## src/rtl/pc_unit_if.sv

```systemverilog
// Fetch-stage PC unit bus: I-cache/hazard/redirect/RAS inputs and fetch-address outputs.
// master drives the control inputs, slave is the PC unit itself.
interface pc_unit_if #(
    parameter int unsigned PC_W = 32
);
    logic            ihit;
    logic            stall;
    logic            halt;
    logic            redirect;
    logic [PC_W-1:0] redirect_pc;
    logic            ras_push;
    logic            ras_pop;
    logic [PC_W-1:0] current_pc;
    logic [PC_W-1:0] pc_plus_step;
    logic [PC_W-1:0] ras_top;
    logic            ras_empty;
    logic            halted;
    logic            redirect_pending;

    modport master (
        output ihit, stall, halt, redirect, redirect_pc, ras_push, ras_pop,
        input  current_pc, pc_plus_step, ras_top, ras_empty, halted, redirect_pending
    );

    modport slave (
        input  ihit, stall, halt, redirect, redirect_pc, ras_push, ras_pop,
        output current_pc, pc_plus_step, ras_top, ras_empty, halted, redirect_pending
    );
endinterface

```

## src/rtl/pc_unit.sv

```systemverilog
// Program-counter unit for the fetch stage: sequential stepping, buffered redirects,
// sticky halt and a small circular return-address stack.
module pc_unit #(
    parameter int unsigned     PC_W      = 32,
    parameter logic [PC_W-1:0] RESET_PC  = '0,
    parameter int unsigned     STEP      = 4,
    parameter int unsigned     RAS_DEPTH = 4
) (
    input logic         CLK,
    input logic         nRST,
    pc_unit_if.slave    bus
);
    localparam int unsigned PtrW = $clog2(RAS_DEPTH);
    localparam int unsigned CntW = $clog2(RAS_DEPTH + 1);

    logic [PC_W-1:0] pc_q, pc_d;
    logic [PC_W-1:0] pend_pc_q, pend_pc_d;
    logic            pend_q, pend_d;
    logic            halted_q, halted_d;
    logic [PtrW-1:0] ptr_q, ptr_d;
    logic [CntW-1:0] cnt_q, cnt_d;
    logic [PC_W-1:0] ras_q [RAS_DEPTH];

    logic            hold, seq_go, redir_go;
    logic            ras_we;
    logic [PtrW-1:0] ras_widx;
    logic [PtrW-1:0] top_idx;
    logic [PC_W-1:0] pc_plus_step;

    assign pc_plus_step = pc_q + PC_W'(STEP);
    assign hold         = bus.halt | halted_q;
    assign seq_go       = bus.ihit & ~bus.stall & ~hold;
    // stall only blocks sequential fetch; a resolved redirect still goes through
    assign redir_go     = bus.ihit & ~hold;
    assign top_idx      = ptr_q - PtrW'(1);

    always_comb begin
        pc_d      = pc_q;
        pend_d    = pend_q;
        pend_pc_d = pend_pc_q;
        halted_d  = halted_q | bus.halt;
        if (bus.redirect) begin
            if (redir_go) begin
                pc_d   = bus.redirect_pc;
                pend_d = 1'b0;
            end else begin
                pend_pc_d = bus.redirect_pc;
                pend_d    = 1'b1;
            end
        end else if (pend_q && redir_go) begin
            pc_d   = pend_pc_q;
            pend_d = 1'b0;
        end else if (seq_go) begin
            pc_d = pc_plus_step;
        end
    end

    always_comb begin
        ptr_d    = ptr_q;
        cnt_d    = cnt_q;
        ras_we   = 1'b0;
        ras_widx = ptr_q;
        if (seq_go) begin
            if (bus.ras_push && bus.ras_pop && cnt_q != '0) begin
                // call-and-return in one fetch: replace the top in place
                ras_we   = 1'b1;
                ras_widx = top_idx;
            end else if (bus.ras_push) begin
                ras_we = 1'b1;
                ptr_d  = ptr_q + PtrW'(1);
                if (cnt_q != CntW'(RAS_DEPTH)) cnt_d = cnt_q + CntW'(1);
            end else if (bus.ras_pop && cnt_q != '0) begin
                ptr_d = top_idx;
                cnt_d = cnt_q - CntW'(1);
            end
        end
    end

    always_ff @(posedge CLK or negedge nRST) begin
        if (!nRST) begin
            pc_q      <= RESET_PC;
            pend_pc_q <= '0;
            pend_q    <= 1'b0;
            halted_q  <= 1'b0;
            ptr_q     <= '0;
            cnt_q     <= '0;
        end else begin
            pc_q      <= pc_d;
            pend_pc_q <= pend_pc_d;
            pend_q    <= pend_d;
            halted_q  <= halted_d;
            ptr_q     <= ptr_d;
            cnt_q     <= cnt_d;
        end
    end

    // entries are only ever read when count says they are valid
    always_ff @(posedge CLK) begin
        if (ras_we) ras_q[ras_widx] <= pc_plus_step;
    end

    assign bus.current_pc       = pc_q;
    assign bus.pc_plus_step     = pc_plus_step;
    assign bus.ras_top          = (cnt_q != '0) ? ras_q[top_idx] : RESET_PC;
    assign bus.ras_empty        = (cnt_q == '0);
    assign bus.halted           = halted_q;
    assign bus.redirect_pending = pend_q;
endmodule

```

## src/flat_wrapper.sv

```systemverilog
// flat-port wrapper written by rule: the top's interface ports become plain ports
module pc_unit_flat 
#(
    parameter int unsigned     PC_W      = 32,
    parameter logic [PC_W-1:0] RESET_PC  = '0,
    parameter int unsigned     STEP      = 4,
    parameter int unsigned     RAS_DEPTH = 4
)
  (CLK, nRST, bus_ihit, bus_stall, bus_halt, bus_redirect, bus_redirect_pc, bus_ras_push, bus_ras_pop, bus_current_pc, bus_pc_plus_step, bus_ras_top, bus_ras_empty, bus_halted, bus_redirect_pending);
  pc_unit_if #(.PC_W(PC_W)) bus_i ();
  input logic CLK;
  input logic nRST;
  input wire logic [$bits(bus_i.ihit)-1:0] bus_ihit;
  input wire logic [$bits(bus_i.stall)-1:0] bus_stall;
  input wire logic [$bits(bus_i.halt)-1:0] bus_halt;
  input wire logic [$bits(bus_i.redirect)-1:0] bus_redirect;
  input wire logic [$bits(bus_i.redirect_pc)-1:0] bus_redirect_pc;
  input wire logic [$bits(bus_i.ras_push)-1:0] bus_ras_push;
  input wire logic [$bits(bus_i.ras_pop)-1:0] bus_ras_pop;
  output wire logic [$bits(bus_i.current_pc)-1:0] bus_current_pc;
  output wire logic [$bits(bus_i.pc_plus_step)-1:0] bus_pc_plus_step;
  output wire logic [$bits(bus_i.ras_top)-1:0] bus_ras_top;
  output wire logic [$bits(bus_i.ras_empty)-1:0] bus_ras_empty;
  output wire logic [$bits(bus_i.halted)-1:0] bus_halted;
  output wire logic [$bits(bus_i.redirect_pending)-1:0] bus_redirect_pending;
  assign bus_i.ihit = bus_ihit;
  assign bus_i.stall = bus_stall;
  assign bus_i.halt = bus_halt;
  assign bus_i.redirect = bus_redirect;
  assign bus_i.redirect_pc = bus_redirect_pc;
  assign bus_i.ras_push = bus_ras_push;
  assign bus_i.ras_pop = bus_ras_pop;
  assign bus_current_pc = bus_i.current_pc;
  assign bus_pc_plus_step = bus_i.pc_plus_step;
  assign bus_ras_top = bus_i.ras_top;
  assign bus_ras_empty = bus_i.ras_empty;
  assign bus_halted = bus_i.halted;
  assign bus_redirect_pending = bus_i.redirect_pending;
  pc_unit #(.PC_W(PC_W), .RESET_PC(RESET_PC), .STEP(STEP), .RAS_DEPTH(RAS_DEPTH)) u_core (.CLK(CLK), .nRST(nRST), .bus(bus_i));
endmodule
```

## config.mk

```make
export PLATFORM = sky130hd
export DESIGN_NAME = pc_unit_flat
export DESIGN_NICKNAME = d
export VERILOG_FILES = /design/src/rtl/pc_unit_if.sv /design/src/rtl/pc_unit.sv /design/src/flat_wrapper.sv
export SDC_FILE = /design/constraint.sdc
export NUM_CORES = 1
export LEC_CHECK = 0
export CORE_MARGIN = 2
export CORE_UTILIZATION = 54
export DETAILED_ROUTE_END_ITERATION = 6
export PLACE_DENSITY = 0.78
export SLEW_MARGIN = 20
export SYNTH_ARGS = -nofsm -noshare
export SYNTH_HDL_FRONTEND = slang
export SYNTH_SLANG_ARGS = --single-unit
```

## constraint.sdc

```tcl
create_clock -name CLK -period 3.8 [get_ports CLK]
set_input_delay 0.76 -clock CLK [delete_from_list [all_inputs] [get_ports CLK]]
set_output_delay 0.76 -clock CLK [all_outputs]
set_load 0.005 [all_outputs]
```

# Word level (Yosys, flattened, before mapping)
# Memories as Yosys holds them, arrays and structs flattened.
# Cells that the tools add are included.
[totals]
in_bits = 40
mem_bits_ro = 0
latchBits = 0
n_memories = 1
output_inout_bits = 99
elab_cells = 56
reg_bits = 71
mem_bits_rw = 128
[classes]
n_reduce_logical = 13
n_lt_le_gt_ge = 0
n_mul = 0
n_mux = 20
shifts = 0
bitwise = 8
n_eq_ne = 3
add_sub_neg = 5
div_mod_pow = 0
[memory_table]
columns = ["memory", "words", "word_bits", "rd", "rd_clocked_by_memory_dff", "wr", "line_no", "rtl"]
rows = [
  ["u_core.ras_q", 4, 32, 1, 0, 1, "pc_unit.sv:22", "logic [PC_W-1:0] ras_q [RAS_DEPTH];"],
]
[ops]
columns = ["cell", "n"]
rows = [
  ["32-bit 2-to-1 mux", 5],
  ["32-bit by 3-bit adder with 32-bit output (second input constant)", 1],
  ["3-bit 2-to-1 mux", 3],
  ["1-bit 2-to-1 mux", 8],
  ["2-bit 2-to-1 mux", 4],
  ["3-bit nonzero test", 2],
  ["1-bit logical AND", 4],
  ["2-bit by 1-bit != test with 1-bit output (second input constant)", 2],
  ["1-bit inverter", 4],
  ["2-bit AND reduction", 2],
  ["4-bit AND reduction", 1],
  ["2-bit nonzero test", 2],
  ["3-bit by 1-bit adder with 3-bit output (second input constant)", 1],
  ["1-bit bitwise AND", 3],
  ["3-bit logical NOT", 1],
  ["3-bit != test (second input constant)", 1],
  ["3-bit AND reduction", 1],
  ["3-bit by 1-bit subtractor with 3-bit output (second input constant)", 1],
  ["2-bit by 1-bit adder with 2-bit output (second input constant)", 1],
  ["2-bit by 1-bit subtractor with 2-bit output (second input constant)", 1],
  ["1-bit OR", 1],
]

# Logic depth before layout (Yosys ltp)
# Gate-level depths: netlist (run 1).
[logic_depth]
depth_word = 6
mapped_depth = 8

# Least setup slack after synthesis (run 1)
# Ideal clock, no wire load.
[synth_path]
path_type = "input to register"
start = "input bus_halt"
end = "memory u_core.ras_q[1][0] (enable)"
cell_stages = 5
required_time_ps = 3368
setup_slack_ps = 214
n_path_buf = 1
setup_time_ps = 432
t_arrival_ps = 3155
path_cell_list = "or3b_1 -> clkbuf_1 -> nor2_1 -> nand2_1 -> a21oi_1"
[synth_between]
elab_chain_len = 6
elab_cells_between_ends = 7
cone_classes = "mux: 4; bitwise: 3"
[synth_lines]
columns = ["element", "line_no", "rtl"]
rows = [
  ["from (decl)", "flat_wrapper.sv:15", "input wire logic [$bits(bus_i.halt)-1:0] bus_halt;"],
  ["1-bit OR *", "pc_unit.sv:31", "assign hold = bus.halt | halted_q;"],
  ["1-bit inverter *", "pc_unit.sv:32", "assign seq_go = bus.ihit & ~bus.stall & ~hold;"],
  ["1-bit bitwise AND *", "pc_unit.sv:32", ""],
  ["1-bit 2-to-1 mux", "pc_unit.sv:63", "if (seq_go) begin"],
  ["1-bit 2-to-1 mux", "pc_unit.sv:99", "if (ras_we) ras_q[ras_widx] <= pc_plus_step;"],
  ["1-bit 2-to-1 mux (implied by the code)", "pc_unit.sv:99", ""],
  ["to (decl)", "pc_unit.sv:22", ""],
]
# Every way passes the cells marked *; elsewhere a longest branch is shown, timed or not.

# Final worst setup path (run 1)
[layout_path]
start = "register u_core.pc_q[2] (netlist: u_core.bus.current_pc[2])"
end = "output bus_pc_plus_step[28]"
[layout_between]
elab_chain_len = 1
[layout_lines]
columns = ["element", "line_no", "rtl"]
rows = [
  ["from (decl)", "pc_unit.sv:16", "logic [PC_W-1:0] pc_q, pc_d;"],
  ["from (signal assigned)", "pc_unit.sv:88", "pc_q <= pc_d;"],
  ["32-bit by 3-bit adder with 32-bit output", "pc_unit.sv:30", "assign pc_plus_step = pc_q + PC_W'(STEP);"],
  ["to (decl)", "flat_wrapper.sv:21", "output wire logic [$bits(bus_i.pc_plus_step)-1:0] bus_pc_plus_step;"],
]
# Every way passes these cells.

==> metrics.md, run 1 <==
| Metric | Value |
|---|---|
| Pre-CTS setup slack | 0.409 ns |
| Critical path type | register to output port |
| Fillers | 1,086 |
| DRC Markers | 0 |
| Unique cell type count in the Yosys netlist | 60 |
| Most used flip-flop cell after synthesis | edfxtp_1 |
| Num rows | 47 |
| Total grt overflow | 0 |
| First DRT Iteration DRCs | 694 |
| Final Max Tran Viols | 0 |
| GRT Total Usage | 0.257 |
| Sequential fraction of the synthesis area | 0.622 |
| Die W | 133 µm |
| Layout cells sized above 1 | 0.204 |
| Initial antenna violation count | 0 |
| Post-Route WL | 22,500 µm |
| WP data required | 3.04 ns |
| HP Class | input pin to asynchronous set/reset pin |
| Post-synthesis cell count | 649 |
| Quantity of hold-fixing buffers added after cts | 0 |
| Final setup margin | 0.0841 ns |
| I/O Pins | 139 |
| Post-synth EDFFs | 128 |
| Power density cells | 434 nW/µm² |
| Yosys top cell by area | edfxtp_1 |
| First-pass GRT wire length | 34,700 µm |
| Clk sinks | 199 |
| Vias/cell | 6.11 |
| Area share of the largest cell type after synthesis | 0.425 |
| Hpwl dp | 15,200 µm |
| Port bufs | 138 |
| Die area | 17,800 µm² |
| Vias in the first global route | 6,164 |
| Root Driver | clkbuf_16 |
| Post-place instance area | 10,800 µm² |
| Htree depth | 4 |
| Routed vias | 6,279 |
| Core area | 16,500 µm² |
| Final Util | 0.701 |
| Worst path cell trace | ha_1 > nand3_1 > nor3_4 > nand2_1 > nor2_1 > xor2_2 > clkdlybuf4s50_1 |
| Clock-pin slew on the worst setup and hold paths | 0.07 ns |
| Gpl congestion | 0.904 |
| Largest net degree at the start of global routing | 37 |
| Die Height | 133 µm |
| CTS Buffer Depth | 2 |
| Layout area overhead | 27.7% |
| Yosys Warn Count | 0 |
| Startpoint types | register |
| Skew-Pair Late Insertion Delay | 0.43 ns |
| Slowest stage delay, CP | 0.58 ns |
| CP Max Fanout | 6 |
| Commonest non-fill, non-tap cell in the layout | clkdlybuf4s50_1 |
| Final ANT Viol Nets | 0 |
| Hold Vio Cnt, Final | 0 |
| Top cells by area, synth | edfxtp_1 (43%), dfrtp_1 (20%), mux4_2 (8.0%) |
| Unrepaired setup endpoints after global routing | true |
| Syn Nets | 691 |
| Avg WL per Cell | 21.9 µm |
| # diodes | 0 |
| Commonest non-fill, non-tap cells in the layout | clkdlybuf4s50_1 (137), edfxtp_1 (128), dfrtp_1 (69) |
| Slowest CP cell | clkdlybuf4s50_1 |
| Final setup fails | 0 |
| Worst Setup End Kind | output port |
| Max transition margin | 0.430 |
| Fin area | 11,500 µm² |
| Num CTS Buffers | 17 |
| Initial Util | 0.549 |
| Placed Cells incl. Taps | 992 |
| Clock Skew | 0.00988 ns |
| Max-Cap Viols | 0 |
| Async SR Flop Fraction | 0.357 |
| Crit path arrival time | 2.96 ns |
| Synthesized cell area | 9040 µm² |
| Slew @ Worst Pin | 0.854 ns |
| Syn avg cell area | 13.9 µm² |
| Tot Pwr | 5020 µW |
| Worst ir drop on vdd | 0.000314 V |
| Layout Cells excl Fill | 1,028 |
| Max Freq | 0.269 GHz |
| Status | finished clean |
| CTS tree | built |
| Post-route minimum period | 3.72 ns |
| Leakage | 0.00425 µW |
| # nets final | 837 |
| Tcrit/Tclk final | 0.978 |
| Initial DRT Pass Iterations | 6 |
| Synthesized flop and latch total | 199 |
metrics by stage:
stage	hold WS (ns)	setup TNS [ns]
after floorplan	0.451	0
after global placement	0.464	0
after detailed placement	0.477	0
after CTS	0.395	0
after global routing	0.444	-0.144
final	0.391	0
state kept, by name (all words and copies together) (netlist names):
| name | count |
|---|---|
| u_core.bus.redirect_pending | 1 |
| u_core.cnt_q | 3 |
| u_core.bus.halted | 1 |
| u_core.ras_q | 128 |
| u_core.ptr_q | 2 |
| u_core.bus.current_pc | 32 |
| u_core.pend_pc_q | 32 |
layout make-up:
class,instances,area [µm²],share of cell area
clock buffer,18,429,0.0372
inverter,7,26.3,0.00227
multi-input combinational,402,3370,0.292
timing repair buffer,168,1630,0.141
sequential,199,5620,0.487
clock inverter,14,198,0.0171
tap,220,275,0.0238
kinds of logic (layout without fill, tap and decap cells):
family                     count (synthesis)  in the layout  share of synthesized area
DFF                                      199            199                      0.622
and+or+nand+nor                          184            184                      0.111
AOI/OAI and AO/OA                        114            114                     0.0837
muxes                                     69             69                      0.125
buffers and inverters                     48            207                     0.0232
xor gates and xnor gates                  33             33                     0.0320
adders and majority gates                  2              2                    0.00360
worst paths after layout:
kind,startpoint,to,slack (ns),depth (start not counted)
hold reg to reg,u_core.pend_pc_q[26]$_DFFE_PN0N_,u_core.pend_pc_q[26]$_DFFE_PN0N_,0.49,2
setup / recovery,u_core.bus.current_pc[2]$_DFFE_PN0P_,bus_pc_plus_step[28],0.08,7
min in group CLK,u_core.pend_pc_q[26]$_DFFE_PN0N_,u_core.pend_pc_q[26]$_DFFE_PN0N_,0.49,2
setup reg to reg,u_core.bus.halted$_DFF_PN0_,u_core.ras_q[0][14]$_DFFE_PP_,1.21,5
max in group asynchronous,nRST,u_core.pend_pc_q[4]$_DFFE_PN0N_,2.54,2
hold / removal,nRST,u_core.pend_pc_q[6]$_DFFE_PN0N_,0.39,1
routing by layer:
metal  routed length [µm]  global-route usage  vias to the layer above  share of wire
met2                11300               0.423                      313           0.50
met3                 1720              0.0506                       44          0.076
li1                     -                   -                     2748              -
met4                  618              0.0904                        0          0.027
met1                 8910               0.348                     3174           0.40
met5                    0                   0                        -              0
report_power, final:
group          leakage (µW)  switching [µW]  internal [µW]
sequential          0.00204             105           2400
clock              0.000289             803           1110
combinational       0.00192             263            340
cell usage after synthesis (7+ instances only):
cell      number
edfxtp_1     128
dfrtp_1       71
nor2_1        40
nand2_1       37
a21oi_1       32
mux2_2        32
mux4_2        32
nor2b_1       32
o21ai_0       24
clkbuf_1      20
xnor2_1       18
nand3_1       16
xor2_1        15
buf_2         14
or3_1         13
and3_1        12
a31oi_1        8
inv_1          7
nand4_1        7
nor3_1         7
o22a_1         7
critical path: cells and delay by family (launching register included):
kind / cells / cell delay [ns]
simple gates: 4 / 0.94
buf+inv: 1 / 0.58
flops: 1 / 0.44
xor+xnor: 1 / 0.30
fa+ha+maj: 1 / 0.26
repair_timing:
| item | in CTS | in global routing |
|---|---|---|
| buffers inserted | 1 | 3 |
| endpoints found under the setup margin | 3 | 14 |
| pin swaps | 1 | 2 |
| hold endpoints to repair | 0 | 0 |
| gates resized for setup | 3 | 15 |
Power figures use the tool's default switching activity.
==> inputs of run 2 (changes only) <==
--- a/config.mk
+++ b/config.mk
@@ -5,7 +5,6 @@
 export SDC_FILE = /design/constraint.sdc
 export NUM_CORES = 1
 export LEC_CHECK = 0
-export CORE_MARGIN = 2
 export CORE_UTILIZATION = 54
 export DETAILED_ROUTE_END_ITERATION = 6
 export PLACE_DENSITY = 0.78
==> run 2 against run 1 <==
Against the previous run:
- routed wire length fell by 4.0%
- combinational power fell by 2%
- sequential cell count did not move
- worst setup slack improved by 0.041 ns
- sequential power barely moved
- critical path depth did not move
- clock-buffer cell count did not move
- clock skew fell by 0.0014 ns
- clock power fell by 8%
- die area fell by 3.0%
- largest cell class unchanged
- largest power group unchanged
- highest routed layer unchanged
==> metrics.md, run 2 (synthesis results as in run 1) <==
| Metric | Value |
|---|---|
| Port bufs | 138 |
| HP Class | input pin to asynchronous set/reset pin |
| Die area | 17,300 µm² |
| Hold Vio Cnt, Final | 0 |
| Final Max Tran Viols | 0 |
| Sw Ratio | 0.237 |
| Largest register by flop count | u_core.ras_q |
| Sequential group share of total power | 0.516 |
| Commonest non-fill, non-tap cells in the layout | clkdlybuf4s50_1 (137), edfxtp_1 (128), dfrtp_1 (69) |
| Power Internal | 3710 µW |
| Fillers | 1,074 |
| Num rows | 46 |
| Max-Cap Viols | 0 |
| Initial DRT Pass Iterations | 5 |
| DRC Markers | 0 |
| Skew-Pair Late Insertion Delay | 0.43 ns |
| Avg WL per Cell | 21.2 µm |
| Slowest CP cell | clkdlybuf4s50_1 |
| CTS Buffer Depth | 2 |
| Leakage | 0.00418 µW |
| Logic pwr share | 0.122 |
| Slew @ Worst Pin | 0.949 ns |
| Commonest non-fill, non-tap cell in the layout | clkdlybuf4s50_1 |
| Clk sinks | 199 |
| WP data required | 3.04 ns |
| # diodes | 0 |
| Seq. cell area | 5620 µm² |
| Setup slack, reg-to-reg | 1.31 ns |
| Initial Util | 0.561 |
| Clock Skew | 0.00851 ns |
| Largest net degree at the start of global routing | 43 |
| Die Height | 131 µm |
| Hpwl dp | 15,100 µm |
| Layout area overhead | 26.9% |
| Root Driver | clkbuf_16 |
| Clock power share | 0.363 |
| Layout cells sized above 1 | 0.193 |
| Initial antenna violation count | 0 |
| Tcrit/Tclk final | 0.967 |
| Crit path arrival time | 2.91 ns |
| Max transition margin | 0.367 |
| Startpoint types | register |
| Status | finished clean |
| Worst ir drop on vdd | 0.000350 V |
| Htree depth | 4 |
| Clock-pin slew on the worst setup and hold paths | 0.07 ns |
| Multi-input gate area | 3360 µm² |
| Core area | 16,100 µm² |
| I/O Pins | 139 |
| Max Freq | 0.272 GHz |
| Critical path type | register to output port |
| GRT Total Usage | 0.261 |
| Post-Route WL | 21,600 µm |
| Final setup fails | 0 |
| Post-route minimum period | 3.67 ns |
| Total grt overflow | 0 |
| Largest register FFs | 128 |
| Vias in the first global route | 5,995 |
| Slowest stage delay, CP | 0.57 ns |
| Power density cells | 424 nW/µm² |
| Tot Pwr | 4860 µW |
| Delay-heaviest family, CP | simple AND/OR/NAND/NOR gates |
| Die W | 131 µm |
| Net Sw Power | 1150 µW |
| # nets final | 831 |
| CP Max Fanout | 6 |
| Gpl congestion | 0.900 |
| Quantity of hold-fixing buffers added after cts | 0 |
| Routed vias | 6,101 |
| Unrepaired setup endpoints after global routing | true |
| CTS tree | built |
| Worst path cell trace | ha_1 > nand3_1 > nor3_4 > nand2_1 > nor2_1 > xor2_2 > clkdlybuf4s50_1 |
| Final Util | 0.712 |
| Num CTS Buffers | 17 |
| Vias/cell | 5.99 |
| Crit path buf inv count | 1 |
| First DRT Iteration DRCs | 610 |
| Final ANT Viol Nets | 0 |
| Worst Setup End Kind | output port |
| First-pass GRT wire length | 33,900 µm |
## run 2: cell types whose count changed in the layout (fill, tap and decap cells not counted), moves of 2 or more
cell / previous run / this run
buf_12: 2 / 5
buf_4: 28 / 19
bufinv_16: 4 / 2
clkinv_1: 0 / 3
clkinvlp_4: 5 / 2
inv_6: 2 / 4
## run 2: worst paths after layout
check                      depth (start not counted)                               endpoint                            startpoint
max in group asynchronous                          2  u_core.bus.current_pc[30]$_DFFE_PN0P_                                  nRST
min in group CLK                                   2       u_core.pend_pc_q[26]$_DFFE_PN0N_      u_core.pend_pc_q[26]$_DFFE_PN0N_
setup / recovery                                   7                   bus_pc_plus_step[28]  u_core.bus.current_pc[2]$_DFFE_PN0P_
hold reg to reg                                    2       u_core.pend_pc_q[26]$_DFFE_PN0N_      u_core.pend_pc_q[26]$_DFFE_PN0N_
hold / removal                                     1            u_core.cnt_q[1]$_DFFE_PN0P_                                  nRST
setup reg to reg                                   5          u_core.ras_q[3][17]$_DFFE_PP_           u_core.bus.halted$_DFF_PN0_
## run 2: power by group through the flow
stage	clock, µW	sequential, µW	combinational (µW)
after floorplan	0	2510	268
after global placement	0	2540	572
after detailed placement	0	2540	585
after CTS	1790	2500	590
after global routing	1870	2520	633
final	1760	2510	591
## run 2: per-layer routing
layer / GRT usage / part of all wire
met5: 0 / 0
met1: 0.355 / 0.43
met4: 0.114 / 0.026
met3: 0.0440 / 0.051
met2: 0.416 / 0.49
## run 2: through the flow
step	setup TNS (ns)	setup slack [ns]	hold slack [ns]	area [µm²]	cells
final	0	0.125	0.459	11500	1018
after detailed placement	0	0.386	0.479	10800	984
after global placement	0	0.457	0.464	10800	984
after CTS	0	0.0345	0.479	11400	1017
after floorplan	0	0.214	0.451	9040	649
after global routing	-0.153	-0.0875	0.504	11500	1018
## run 2: cell type report
class / count / share of cell area
Multi-Input combinational cell: 402 / 0.293
Clock buffer: 18 / 0.0374
Sequential cell: 199 / 0.490
Timing Repair Buffer: 162 / 0.141
Inverter: 7 / 0.00229
Tap cell: 216 / 0.0236
Clock inverter: 14 / 0.0128
## run 2: repair_timing
item | 4_1_cts | 5_1_grt
gates cloned | 0 | 0
endpoints found under the setup margin | 4 | 16
resized for setup | 3 | 13
pin swaps | 0 | 1
setup buffers | 1 | 1
## run 2: worst reg2reg max path, delay by kind of cell, from the launching register on
| family | cells | cell delay (ns) |
|---|---|---|
| AO/OA/AOI/OAI | 1 | 0.39 |
| buffers and inverters | 1 | 0.21 |
| flip-flops | 1 | 0.41 |
| AND/OR/NAND/NOR | 3 | 1.19 |
==> inputs of run 3 (changes only) <==
--- a/config.mk
+++ b/config.mk
@@ -5,10 +5,11 @@
 export SDC_FILE = /design/constraint.sdc
 export NUM_CORES = 1
 export LEC_CHECK = 0
-export CORE_UTILIZATION = 54
+export ABC_AREA = 1
+export CORE_UTILIZATION = 55
 export DETAILED_ROUTE_END_ITERATION = 6
-export PLACE_DENSITY = 0.78
-export SLEW_MARGIN = 20
+export PLACE_DENSITY = 0.79
+export SLEW_MARGIN = 25
 export SYNTH_ARGS = -nofsm -noshare
 export SYNTH_HDL_FRONTEND = slang
 export SYNTH_SLANG_ARGS = --single-unit
==> run 3 against run 2 <==
Against the previous run:
- die area increased by 1.2%
- routed wire length increased by 5.0%
- register-to-register slack got worse by 0.37 ns
- hold slack got worse by 0.094 ns
==> metrics.md, run 3 <==
| Metric | Value |
|---|---|
| Vias/cell | 5.43 |
| Post-Route WL | 22,700 µm |
| Leakage | 0.00479 µW |
| Largest family of logic cells by synthesized area | simple AND/OR/NAND/NOR gates |
| Startpoint types | register |
| CTS tree | built |
| # nets final | 1,140 |
| Clock Skew | 0.00959 ns |
| Layout area overhead | 24.0% |
| HP Class | input pin to asynchronous set/reset pin |
| Clk sinks | 199 |
| Port bufs | 138 |
| Area share of the largest cell type after synthesis | 0.412 |
| Root Driver | clkbuf_16 |
| Max transition margin | 0.429 |
| Status | finished clean |
| Initial DRT Pass Iterations | 7 |
| CTS resizes | 0 |
| Max-Cap Viols | 0 |
| GRT Total Usage | 0.268 |
| Initial Util | 0.562 |
| Routed vias | 7,226 |
| Skew-Pair Late Insertion Delay | 0.44 ns |
| Quantity of hold-fixing buffers added after cts | 0 |
| Total grt overflow | 0 |
| Post-synthesis cell count | 965 |
| Power density cells | 447 nW/µm² |
| Largest net degree at the start of global routing | 51 |
| Layout cells sized above 1 | 0.0972 |
| I/O Pins | 139 |
| Crit path arrival time | 2.93 ns |
| Async SR Flop Fraction | 0.357 |
| Top cells by area, synth | edfxtp_1 (41%), dfrtp_1 (19%), nand2_1 (15%) |
| CP Max Fanout | 34 |
| Post-place instance area | 11,000 µm² |
| Max Freq | 0.271 GHz |
| Multiplexer share of the synthesized area | 0.0121 |
| Placed Cells incl. Taps | 1,299 |
| Die Height | 132 µm |
| Core area | 16,600 µm² |
| Unique cell type count in the Yosys netlist | 34 |
| Synth top cells by count | nand2_1 (361), edfxtp_1 (128), inv_1 (76), dfrtp_1 (71), nor2_1 (46) |
| Adder-cell share of the synthesized area | 0.00349 |
| Num CTS Buffers | 17 |
| CTS Buffer Depth | 2 |
| Final ANT Viol Nets | 0 |
| Post-synth EDFFs | 128 |
| Layout Cells excl Fill | 1,331 |
| Synthesized cell area | 9320 µm² |
| WHS | 0.365 ns |
| Syn Nets | 1,007 |
| Die W | 132 µm |
| Yosys top cell by area | edfxtp_1 |
| Largest register FFs | 128 |
| Syn avg cell area | 9.66 µm² |
| Compound-gate portion of the synthesized area | 0.0939 |
| First DRT Iteration DRCs | 567 |
| Worst Setup End Kind | output port |
| Num rows | 47 |
| Tcrit/Tclk final | 0.970 |
| Clock-pin slew on the worst setup and hold paths | 0.06 ns |
| # diodes | 0 |
| Count leader, synth | nand2_1 |
| Vias in the first global route | 6,942 |
| Sequential fraction of the synthesis area | 0.603 |
| First-pass GRT wire length | 36,000 µm |
| Largest register by flop count | u_core.ras_q |
| Yosys Warn Count | 0 |
| Hpwl dp | 15,300 µm |
| Critical path type | register to output port |
| Hold Vio Cnt, Final | 0 |
| Unrepaired setup endpoints after global routing | false |
| Commonest non-fill, non-tap cell in the layout | nand2_1 |
| Post-route minimum period | 3.69 ns |
| Synthesized flop and latch total | 199 |
| Post-Synth XOR/XNOR Area | 0.0244 |
| Gpl congestion | 0.884 |
| DRC Markers | 0 |
| Slew @ Worst Pin | 0.855 ns |
| Simple-gate portion of the synthesized area | 0.210 |
| WP data required | 3.04 ns |
| Htree depth | 4 |
| Postcts setup bufs | 0 |
| Setup_tns | 0 ns |
| Die area | 17,500 µm² |
| Final setup fails | 0 |
| Worst ir drop on vdd | 0.000346 V |
| Commonest non-fill, non-tap cells in the layout | nand2_1 (361), clkdlybuf4s50_1 (137), edfxtp_1 (128) |
| Avg WL per Cell | 17.1 µm |
| Most used flip-flop cell after synthesis | edfxtp_1 |
| Initial antenna violation count | 0 |
| Fin area | 11,600 µm² |
| Final Max Tran Viols | 0 |
-- run 3: per-layer routing --
metal | up-vias | part of all wire | wire length, µm | track usage
met2 | 281 | 0.49 | 11100 | 0.448
met5 | - | 0 | 0 | 0
met3 | 35 | 0.070 | 1590 | 0.0496
li1 | 3449 | - | - | -
met1 | 3461 | 0.42 | 9510 | 0.353
met4 | 0 | 0.020 | 460 | 0.0971
-- run 3: worst paths after layout --
path,cells after the start,end,startpoint,slack [ns]
max in group asynchronous,2,u_core.bus.current_pc[22]$_DFFE_PN0P_,nRST,2.65
worst min-delay path,1,u_core.cnt_q[2]$_DFFE_PN0P_,nRST,0.36
worst max-delay path,6,bus_ras_top[31],u_core.ptr_q[1]$_DFFE_PN0P_,0.11
worst min register to register,2,u_core.pend_pc_q[11]$_DFFE_PN0N_,u_core.pend_pc_q[11]$_DFFE_PN0N_,0.49
worst max register to register,8,u_core.ras_q[1][24]$_DFFE_PP_,u_core.ptr_q[1]$_DFFE_PN0P_,0.94
min in group CLK,2,u_core.pend_pc_q[11]$_DFFE_PN0N_,u_core.pend_pc_q[11]$_DFFE_PN0N_,0.49
-- run 3: cell type report --
class,count,area (µm²)
clock inverter,15,174
sequential,199,5620
inverter,82,308
fill,1250,5020
clock buffer,17,425
multi-input combinational,640,3220
tap,220,275
timing repair buffer,158,1540
-- run 3: power by group --
group / switching [µW] / internal (µW)
clock: 792 / 1040
sequential: 112 / 2430
combinational: 408 / 394
total: 1310 / 3860
-- run 3: critical path: stages (launching register included) --
cell and delay, ns:
dfrtp_1 0.44, inv_2 0.29, nor2_2 0.51, buf_4 0.28, nand2_1 0.09, a31oi_1 0.31
clkdlybuf4s50_1 0.57
-- run 3: cells by family after synthesis --
| family | after synthesis |
|---|---|
| xor+xnor | 20 |
| buf+inv | 126 |
| compound gates | 140 |
| mux | 10 |
| simple gates | 468 |
| flops | 199 |
| fa+ha+maj | 2 |
-- run 3: per-stage QoR --
step           utilization  total power, µW  setup slack [ns]
4_1_cts              0.697             5180             0.161
3_5_place_dp         0.661             3380             0.668
6_report             0.697             5170             0.113
3_3_place_gp         0.661             3360             0.720
5_1_grt              0.697             5350            0.0336
2_1_floorplan            -             2900             0.486
